**src/rtl/nrdiv_pkg.sv**
```systemverilog
// Shared types and constants for the non-restoring divider.
// Optional divide-by-zero flag output: define NRDIV_DBZ_FLAG_EN.
package nrdiv_pkg;

    localparam int DEFAULT_W = 8;

    localparam logic [63:0] DBZ_QUOTIENT = '1;

    typedef enum logic [2:0] {
        IDLE,
        LOAD_M,
        STEP,
        CORRECT,
        OUT_Q,
        OUT_R
    } state_t;

endpackage

```
**src/rtl/nonrestoring_divider_addsub.sv**
```systemverilog
// Combinational N-bit adder/subtractor shared by the STEP and CORRECT phases.
// Wraps modulo 2^N; the caller sizes N so the partial remainder never overflows.
module addsub_unit #(
    parameter int N = 9
) (
    input  logic [N-1:0] a,
    input  logic [N-1:0] b,
    input  logic         sub,
    output logic [N-1:0] y
);

    assign y = sub ? (a - b) : (a + b);

endmodule

```
**src/rtl/nonrestoring_divider.sv**
```systemverilog
// Unsigned W-bit sequential non-restoring divider with a serial operand/result bus.
// Define NRDIV_DBZ_FLAG_EN to add the registered divide-by-zero flag output dbz.
module nonrestoring_divider
    import nrdiv_pkg::*;
#(
    parameter int W     = DEFAULT_W,
    parameter int CNT_W = $clog2(W + 1)
) (
    input  logic         clk,
    input  logic         rst_b,
    input  logic         bgn,
    input  logic [W-1:0] ibus,
    output logic [W-1:0] obus,
    output logic         stop
`ifdef NRDIV_DBZ_FLAG_EN
    ,
    output logic         dbz
`endif
);

    state_t state, state_n;

    logic [W:0]       a, a_n;
    logic [W-1:0]     q, q_n;
    logic [W-1:0]     m, m_n;
    logic [CNT_W-1:0] cnt, cnt_n;
    logic [W-1:0]     obus_n;
    logic             stop_n;

    logic [W:0] a_sh;
    logic [W:0] au_a;
    logic [W:0] au_y;
    logic       au_sub;

    assign a_sh = {a[W-1:0], q[W-1]};

    // STEP uses the shifted remainder; CORRECT restores by adding M.
    always_comb begin
        au_a   = a;
        au_sub = 1'b0;
        if (state == STEP) begin
            au_a   = a_sh;
            au_sub = ~a[W];
        end
    end

    addsub_unit #(
        .N(W + 1)
    ) u_addsub (
        .a  (au_a),
        .b  ({1'b0, m}),
        .sub(au_sub),
        .y  (au_y)
    );

    always_comb begin
        state_n = state;
        a_n     = a;
        q_n     = q;
        m_n     = m;
        cnt_n   = cnt;
        unique case (state)
            IDLE: begin
                if (bgn) begin
                    q_n     = ibus;
                    a_n     = '0;
                    cnt_n   = '0;
                    state_n = LOAD_M;
                end
            end
            LOAD_M: begin
                m_n = ibus;
                if (ibus == '0) begin
                    q_n     = DBZ_QUOTIENT[W-1:0];
                    a_n     = {1'b0, q};
                    state_n = OUT_Q;
                end else begin
                    state_n = STEP;
                end
            end
            STEP: begin
                a_n   = au_y;
                q_n   = {q[W-2:0], ~au_y[W]};
                cnt_n = cnt + CNT_W'(1);
                if (cnt == CNT_W'(W - 1)) begin
                    state_n = CORRECT;
                end
            end
            CORRECT: begin
                if (a[W]) begin
                    a_n = au_y;
                end
                state_n = OUT_Q;
            end
            OUT_Q: begin
                state_n = OUT_R;
            end
            OUT_R: begin
                state_n = IDLE;
            end
            default: begin
                state_n = IDLE;
            end
        endcase
    end

    // Outputs are registered, so decode them from the state being entered.
    always_comb begin
        obus_n = '0;
        stop_n = 1'b0;
        unique case (1'b1)
            (state_n == OUT_Q): begin
                obus_n = q_n;
            end
            (state_n == OUT_R): begin
                obus_n = a_n[W-1:0];
                stop_n = 1'b1;
            end
            default: ;
        endcase
    end

    always_ff @(posedge clk) begin
        if (rst_b) begin
            state <= IDLE;
            a     <= '0;
            q     <= '0;
            m     <= '0;
            cnt   <= '0;
            obus  <= '0;
            stop  <= 1'b0;
        end else begin
            state <= state_n;
            a     <= a_n;
            q     <= q_n;
            m     <= m_n;
            cnt   <= cnt_n;
            obus  <= obus_n;
            stop  <= stop_n;
        end
    end

`ifdef NRDIV_DBZ_FLAG_EN
    always_ff @(posedge clk) begin
        if (rst_b) begin
            dbz <= 1'b0;
        end else if (state == LOAD_M && ibus == '0) begin
            dbz <= 1'b1;
        end else if (state_n == IDLE) begin
            dbz <= 1'b0;
        end
    end
`endif

endmodule

```
**config.mk**
```make
export PLATFORM = sky130hd
export DESIGN_NAME = nonrestoring_divider
export DESIGN_NICKNAME = d
export VERILOG_FILES = /design/src/rtl/nrdiv_pkg.sv /design/src/rtl/nonrestoring_divider_addsub.sv /design/src/rtl/nonrestoring_divider.sv
export SDC_FILE = /design/constraint.sdc
export NUM_CORES = 1
export LEC_CHECK = 0
export BUFFER_PORTS_ARGS = -buffer_cell sky130_fd_sc_hd__buf_2
export CAP_MARGIN = 20
export CORE_MARGIN = 3
export CORE_UTILIZATION = 35
export DETAILED_ROUTE_END_ITERATION = 8
export PLACE_DENSITY_LB_ADDON = 0.25
export SLEW_MARGIN = 20
export SYNTH_ARGS = -nofsm -noshare
export SYNTH_HDL_FRONTEND = slang
export SYNTH_SLANG_ARGS = --single-unit
```
**constraint.sdc**
```tcl
create_clock -name clk -period 5.7 [get_ports clk]
set_input_delay 0.57 -clock clk [delete_from_list [all_inputs] [get_ports clk]]
set_output_delay 0.57 -clock clk [all_outputs]
set_load 0.01 [all_outputs]
```
==> metrics.md, run 1 <==
| Metric | Value |
|---|---|
| Outcome | complete, no violations |
| Post-Syn Area | 2501 um^2 |
| Gp weighted congestion | 0.8274 |
| Gr ovfl total | 0 |
| Initial core utilization | 36.41% |
| Register area | 820.8 um^2 |
| Antenna Cells | 0 |
| Total track usage | 15.91% |
| Synth top area cells | dfxtp_1 (33%), nor2_1 (5.9%), mux2i_1 (5.6%) |
| Core area | 6869 um^2 |
| M1 WL | 3.216 mm |
| Area share of the largest cell type after synthesis | 32.82% |
| Post-synth EDFFs | 0 |
| Final period util | 64.61% |
| Port Buffers | 19 |
| Final Skew | 6.771 ps |
| Synth Flop Type | dfxtp_1 |
| Setup TNS | 0 ps |
| Largest net degree at the start of global routing | 36 |
| Crit start category | flop |
| Hold Path Class | reg -> reg |
| Fmax | 271.5 MHz |
| Commonest cells after routing, fill and taps aside | dfxtp_1 (41), nor2_1 (39), nand2_1 (25), a21oi_1 (23), buf_2 (19) |
| Area occupied by multi-input gates | 1572 um^2 |
| Final Slew Violations | 0 |
| Nets | 324 |
| Final min period | 3683 ps |
| Worst Setup Path Type | reg -> reg |
| Slew HR | 42.44% |
| Cell Rows | 30 |
| Worst Setup End Kind | flop |
| Drt first pass iters | 5 |
| Fraction of registers with async set/reset | 0% |
| # fillers | 693 |
| Die W | 90.54 um |
| CTS clk-pin slew, worst paths | 80 ps |
| Critical Path AT | 3870 ps |
| Vias | 2130 |
| Worst reg-to-reg path cell count | 10 |
| Max clock buf depth | 2 |
| Layout cell share with drive strength beyond 1 | 16.50% |
| Synthesized area per cell | 8.536 um^2 |
| Clock Tree Root | clkbuf_8 |
| Worst-Skew Late Latency | 290 ps |
| # Max-Cap Violations | 0 |
| Post-synthesis sequential area ratio | 32.82% |
| Commonest non-fill, non-tap cell in the layout | dfxtp_1 |
| Sink Count | 41 |
| CTS Hold Bufs | 0 |
| Net Count, Synth | 315 |
| First-pass GRT wire length | 10.47 mm |
| DR vias/cell | 5.338 |
| RSZ-0062 raised after global routing | no |
| Setup Fix Bufs, Post-CTS | 0 |
| Initial DRC count | 154 |
| CTS tree | done |
| Final Hold Viols | 0 |
| Die area | 8197 um^2 |
| Highest routed layer | met4 |
| Post-Syn Instances | 293 |
| Initial antenna violation count | 0 |
| Peak supply drop | 155.1 uV |
| Area Growth Syn to Fin | 9.955% |
| Met2 WL | 2.682 mm |
| CTS Buf Count | 5 |
| Data required, critical path | 5890 ps |
| WHS Path Cells | 2 |
| Yosys top cell by area | dfxtp_1 |
| Leakage power | 1.081 nW |
| Die height | 90.54 um |
| WL/cell | 15.79 um |
| DRT antenna net count | 0 |
| Worst Max-Slew Pin Slew | 862.3 ps |
| Seq cells post-synth | 41 |
| DP Wirelength | 4.701 mm |
| Syn. warnings | 0 |
| Total Wirelength | 6.299 mm |
| Count of final setup violators | 0 |
| Yosys cell types | 53 |
| Via count of the first global-routing pass | 2026 |
| CTS resizes | 0 |
| Worst-path fanout max | 27 |
| Metal3 WL | 167 um |
| Power Dens Cells | 332.5 nW/um^2 |
| Post-layout util | 40.04% |
| H-tree levels | 2 |
| I/O pins | 20 |
| DRC Markers | 0 |
Yosys cell counts (2+ instances only):
library cell and count:
dfxtp_1 41, nor2_1 39, nand2_1 25, a21oi_1 23, mux2i_1 14, xnor2_1 11
ha_1 10, nor2b_1 10, a221oi_1 9, clkbuf_1 7, inv_1 7, o2bb2ai_1 7
buf_2 6, nor3_1 6, or2_2 6, a22oi_1 5, o21ai_0 5, mux2_2 4
nand3_1 4, a21o_1 3, a21oi_2 3, a222oi_1 3, a31oi_1 3, nand2b_1 3
o22ai_1 3, or3_1 3, buf_1 2, nand3b_1 2, nor2_2 2, o21a_1 2
o31ai_1 2, or4_4 2
kinds of logic (layout without fill, tap and decap cells):
logic type	count (synthesis)	count (layout)	synth area share, %
simple gates	113	113	23.66
xor+xnor	11	11	3.852
mux	18	18	7.403
fa+ha+maj	11	11	5.803
buf+inv	24	34	4.353
flops	41	41	32.82
compound gates	75	75	22.11
path summary, 6_finish.rpt:
check | from | end | slack (ps)
hold reg to reg | a[8] | a[8] | 500
setup reg to reg | state[1] | obus[7] | 2020
hold / removal | a[8] | a[8] | 500
setup / recovery | state[1] | obus[7] | 2020
critical path: stages (launching register included):
cell       delay [ps]
dfxtp_1           890
and2_1            720
mux2i_1           390
inv_1              80
ha_1              290
nor2b_1           140
o31a_1            270
nand3_1           100
mux2_2            340
a211oi_2          260
o2bb2ai_1          80
per-layer routing:
| layer | GRT usage [%] | vias up |
|---|---|---|
| met1 | 22.73 | 987 |
| met3 | 2.833 | 18 |
| li1 | - | 1071 |
| met2 | 23.04 | 54 |
| met5 | 0 | - |
| met4 | 7.398 | 0 |
metrics by stage:
step | hold slack (ps) | setup WS, ps | cell area (um^2) | instances | power, mW
CTS | 499.3 | 2038 | 2750 | 399 | 0.9212
global placement | 490.2 | 2135 | 2634 | 391 | 0.6778
detailed placement | 487.3 | 2059 | 2634 | 391 | 0.6759
floorplan | 459.2 | 2728 | 2501 | 293 | 0.6114
finish | 500.7 | 2017 | 2750 | 399 | 0.9145
global route | 509.4 | 1738 | 2750 | 399 | 0.9758
sequential cells by signal, summed over array words and instances (netlist names):
signal and cells:
m 8, cnt 4, q 8, a 9, stop 1, obus 8, state 3
report_power, final:
part | internal (mW) | switching [mW] | total, mW | leakage [nW]
Combinational | 0.151 | 0.179 | 0.331 | 0.690
Clock | 0.143 | 0.0996 | 0.242 | 0.0585
Sequential | 0.308 | 0.0336 | 0.341 | 0.333
cell type report:
cell class              count  area share (%)
inverters                   7          0.9554
clock buffers               7           3.139
flip-flops and latches     41           29.85
clock inverters             1           1.092
multi-input cells         228           57.14
well taps                  96           4.368
repair buffers             19           3.458
Power figures use the tool's default switching activity.
==> run 2, diff against run 1 <==
==> constraint.sdc (replaced) <==
create_clock -name clk -period 3.5 [get_ports clk]
set_input_delay 0.35 -clock clk [delete_from_list [all_inputs] [get_ports clk]]
set_output_delay 0.35 -clock clk [all_outputs]
set_load 0.01 [all_outputs]
==> run 2 against run 1 <==
- maximum frequency rose by 26%
- global-route usage fell by 0.28 points
- via count fell by 0.38%
- core utilization rose by 0.42 points
- total power rose by 64%
- worst hold slack got worse by 170 ps
- critical path type unchanged
- critical endpoint is now a[8]
- largest cell class unchanged
- largest power group is now combinational cells
==> metrics.md, run 2 (synthesis gave the netlist of run 1 again) <==
| Metric | Value |
|---|---|
| Cell Rows | 30 |
| Gr ovfl total | 0 |
| Port Buffers | 19 |
| Data required, critical path | 3710 ps |
| P_sw | 0.5336 mW |
| Antenna Cells | 0 |
| Nets | 328 |
| Internal power | 0.9679 mW |
| Flop pwr share | 36.0% |
| Count of final setup violators | 0 |
| Initial core utilization | 36.41% |
| CP Cell Sequence | nor2_2, and3_1, mux2_2, fa_1, nand2b_1, a21oi_1, o22ai_1, xnor2_1, xnor2_1, o31ai_1 |
| Final Hold Viols | 0 |
| Worst-Skew Late Latency | 290 ps |
| Setup TNS | 0 ps |
| Initial antenna violation count | 0 |
| Hold Startpoint | ibus[0] |
| Outcome | complete, no violations |
| RSZ-0062 raised after global routing | no |
| CTS tree | done |
| Drt first pass iters | 5 |
| Total Wirelength | 6.315 mm |
| Die area | 8197 um^2 |
| Vias | 2122 |
| Switching share of power | 35.54% |
| Worst Setup End Kind | flop |
| Post-place setup slack | 557.5 ps |
| DRC Markers | 0 |
| Final Slew Violations | 0 |
| Via count of the first global-routing pass | 2032 |
| I/O pins | 20 |
| WL/cell | 15.67 um |
| Crit path buf inv count | 0 |
| Sink Count | 41 |
| Largest register FFs | 9 |
| Commonest cells after routing, fill and taps aside | dfxtp_1 (41), nor2_1 (39), nand2_1 (25), a21oi_1 (23), buf_2 (19) |
| Register name with the most flops | a |
| Die W | 90.54 um |
| Die height | 90.54 um |
| CTS clk-pin slew, worst paths | 80 ps |
| Worst-path fanout max | 8 |
| CP delay by family, top | simple AND/OR/NAND/NOR gates |
| DP Wirelength | 4.741 mm |
| Clock network power share | 25.8% |
| DR vias/cell | 5.266 |
| Setup Fix Bufs, Post-CTS | 0 |
| Max clock buf depth | 2 |
| Critical Path AT | 3130 ps |
| R2R Path Start | state[2] |
| CTS Hold Bufs | 0 |
| Total track usage | 15.63% |
| Power Dens Cells | 540.3 nW/um^2 |
| # fillers | 696 |
| # Max-Cap Violations | 0 |
| First-pass GRT wire length | 10.47 mm |
| Clock Tree Root | clkbuf_8 |
| CP peak stage delay | 420 ps |
| Critical Path Source | state[2] |
| Crit start category | flop |
| Slew HR | 53.71% |
| Hold Path Class | in -> reg |
| Largest net degree at the start of global routing | 36 |
| Combinational share of power | 38.2% |
| CTS resizes | 0 |
| Post-route setup slack | 573.8 ps |
| Final min period | 2926 ps |
| Worst Setup Path Type | reg -> reg |
| DRT antenna net count | 0 |
| Peak supply drop | 266.5 uV |
| Layout cell share with drive strength beyond 1 | 17.92% |
| Leakage power | 1.099 nW |
| CTS Buf Count | 5 |
| Most frequent CP cell | xnor2_1 |
| Critical path's slowest cell | fa_1 |
| Commonest non-fill, non-tap cell in the layout | dfxtp_1 |
| Final period util | 83.60% |
| Worst Max-Slew Pin Slew | 694.3 ps |
| Core area | 6869 um^2 |
| Gp weighted congestion | 0.8251 |
| Area Growth Syn to Fin | 11.11% |
| H-tree levels | 2 |
| Fmax | 341.7 MHz |
| Initial DRC count | 136 |
| Final Skew | 9.972 ps |
## run 2: stage by stage
stage / hold WS (ps) / cell area, um^2 / utilization, % / instances / power (mW)
global route: 345.8 / 2779 / 40.46 / 403 / 1.595
detailed placement: 502.4 / 2664 / 38.78 / 395 / 1.118
global placement: 480.5 / 2664 / 38.78 / 395 / 1.114
CTS: 326.0 / 2779 / 40.46 / 403 / 1.507
finish: 330.8 / 2779 / 40.46 / 403 / 1.502
floorplan: 459.2 / 2501 / - / 293 / 0.9958
## run 2: worst min-delay path, delay by kind of cell
kind	cells	cell delay [ps]
buf+inv	1	100
mux	1	70
simple gates	1	70
## run 2: path summary, 6_finish.rpt
path | end | slack [ps] | cells after the start
setup reg to reg | a[8] | 570 | 10
setup / recovery | a[8] | 570 | 10
hold reg to reg | a[8] | 500 | 2
hold / removal | m[0] | 330 | 3
## run 2: routing by layer
layer	track usage, %	vias up	part of all wire, %
met4	3.571	0	0.67
li1	-	1079	-
met3	2.500	4	4.6
met5	0	-	0
met2	24.89	56	46
met1	22.10	983	49
## run 2: layout make-up
type	instances	area, um^2	area share (%)
multi-input cells	228	1572	56.55
repair buffers	23	125.1	4.502
well taps	96	120.1	4.322
clock inverters	3	46.29	1.666
clock buffers	5	68.82	2.476
inverters	7	26.28	0.9455
flip-flops and latches	41	820.8	29.54
## run 2: power groups by stage
stage	Combinational (mW)	Clock, mW	Sequential [mW]
after floorplan	0.459	0	0.537
after global placement	0.563	0	0.551
after detailed placement	0.567	0	0.551
after CTS	0.570	0.397	0.540
after global routing	0.637	0.413	0.545
final	0.573	0.387	0.541
==> run 3, diff against run 2 <==
==> constraint.sdc (replaced) <==
create_clock -name clk -period 2.6 [get_ports clk]
set_input_delay 0.26 -clock clk [delete_from_list [all_inputs] [get_ports clk]]
set_output_delay 0.26 -clock clk [all_outputs]
set_load 0.01 [all_outputs]
==> run 3 against run 2 <==
- clock power increased by 62%
- worst hold slack got worse by 93 ps
- largest cell class unchanged
- global-route usage rose by 1.2 points
- setup slack worse by 530 ps
- combinational power up 63%
- maximum frequency increased by 14%
- count of clock-buffer cells in the layout is the same
- highest routed layer unchanged
- register-to-register slack lost 530 ps
- final area up 9.5%
==> metrics.md, run 3 (synthesis gave the netlist of run 1 again) <==
| Metric | Value |
|---|---|
| Critical Path AT | 2740 ps |
| Worst-Skew Late Latency | 290 ps |
| DRT antenna net count | 0 |
| Die area | 8197 um^2 |
| Initial core utilization | 36.41% |
| Worst Hold Slack | 238.3 ps |
| Count of final setup violators | 0 |
| # Max-Cap Violations | 0 |
| Worst Max-Slew Pin Slew | 687.8 ps |
| Sink Count | 41 |
| H-tree levels | 2 |
| Antenna Cells | 0 |
| CTS Buf Count | 5 |
| Outcome | complete, no violations |
| Layout cell share with drive strength beyond 1 | 27.30% |
| Largest net degree at the start of global routing | 36 |
| Via count of the first global-routing pass | 2187 |
| CTS tree | done |
| CP Cell Sequence | nor2_4, buf_6, and2_4, mux2i_4, inv_1, ha_1, nor2b_4, o31a_1, nand3_2, mux2_4, a211oi_4, o2bb2ai_1 |
| Worst Setup End Kind | flop |
| Largest register FFs | 9 |
| Nets | 347 |
| Crit path buf inv count | 2 |
| Data required, critical path | 2780 ps |
| Port Buffers | 19 |
| Hold Path Class | in -> reg |
| Die height | 90.54 um |
| Gp weighted congestion | 0.8386 |
| CTS Hold Bufs | 0 |
| CP peak stage delay | 340 ps |
| Initial antenna violation count | 0 |
| Area Growth Syn to Fin | 21.66% |
| Cell Rows | 30 |
| Fmax | 391.0 MHz |
| Leakage power | 1.253 nW |
| WL/cell | 16.06 um |
| I/O pins | 20 |
| Max clock buf depth | 2 |
| Final min period | 2557 ps |
| Slew HR | 54.15% |
| Worst Setup Path Type | reg -> reg |
| Design Area, Final | 3043 um^2 |
| Core area | 6869 um^2 |
| Vias | 2264 |
| Final Hold Viols | 0 |
| Die W | 90.54 um |
| Final period util | 98.36% |
| Final Slew Violations | 0 |
| DR vias/cell | 5.365 |
| Gr ovfl total | 0 |
| Total Wirelength | 6.779 mm |
| Clock Tree Root | clkbuf_8 |
| Commonest non-fill, non-tap cell in the layout | nor2_1 |
| Worst-path fanout max | 4 |
| First-pass GRT wire length | 11.10 mm |
| Initial DRC count | 182 |
| Drt first pass iters | 4 |
| Register name with the most flops | a |
| Critical path's slowest cell | dfxtp_2 |
| # fillers | 690 |
| Total track usage | 16.86% |
| Dpl cell area | 2829 um^2 |
| Crit start category | flop |
| RSZ-0062 raised after global routing | yes |
| Power Dens Cells | 751.4 nW/um^2 |
| Tot Pwr | 2.286 mW |
| DRC Markers | 0 |
| Commonest cells after routing, fill and taps aside | nor2_1 (39), dfxtp_1 (38), nand2_1 (24), a21oi_1 (22), buf_4 (21) |
| CTS clk-pin slew, worst paths | 90 ps |
| Peak supply drop | 295.0 uV |
| CP delay by family, top | compound AO/OA/AOI/OAI gates |
| DP Wirelength | 5.119 mm |
| Final Skew | 4.715 ps |
[run 3: cell count changes in the layout (fill, tap and decap cells not counted), moves of 2 or more]
cell	previous run	this run
buf_4	4	21
mux2_2	4	2
dfxtp_2	0	3
mux2_4	0	2
buf_6	0	2
dfxtp_1	41	38
[run 3: layer usage]
layer  share of wire [%]  GRT usage, %  vias up
li1                    -             -     1115
met1                  48         23.53     1095
met2                  46         27.18       47
met3                 4.8         2.833        7
met4                 1.0         3.827        0
met5                   0             0        -
[run 3: where the power goes]
part	internal (mW)	switching (mW)	total, mW	leakage, nW
registers	0.676	0.0485	0.724	0.335
clock network	0.387	0.240	0.627	0.0687
logic	0.455	0.481	0.936	0.850
total	1.52	0.769	2.29	1.25
[run 3: worst paths after layout]
path	start	to	slack [ps]	cells past startpoint
setup / recovery	state[2]	obus[7]	40	12
hold / removal	ibus[0]	m[0]	240	3
setup reg to reg	state[2]	obus[7]	40	12
hold reg to reg	a[8]	a[8]	500	2
[run 3: per-stage QoR]
step                std cells  setup TNS [ps]  util [%]  setup slack (ps)
floorplan                 293          -2.538         -            -2.538
CTS                       420               0     43.37             3.876
global route              422          -220.2     44.30            -71.50
detailed placement        412          -15.48     41.18            -15.48
global placement          412               0     41.18             9.912
finish                    422               0     44.30             42.56
[run 3: area by class of cell]
type	instances	area (um^2)	share of cell area [%]
inverters	7	26.28	0.8635
well taps	96	120.1	3.947
clock inverters	3	68.82	2.262
repair buffers	42	275.3	9.046
flip-flops and latches	41	824.5	27.10
multi-input cells	228	1659	54.52
clock buffers	5	68.82	2.262
[run 3: repair_timing]
item | CTS | global route
setup endpoints to repair | 1 | 6
pin swaps | 0 | 9
hold endpoints to repair | 0 | 0
setup buffers | 0 | 2
resized for setup | 2 | 11
[run 3: tightest hold or removal path, delay by kind of cell]
family,cells,cell delay (ps)
mux,1,70
buf+inv,1,100
simple gates,1,70
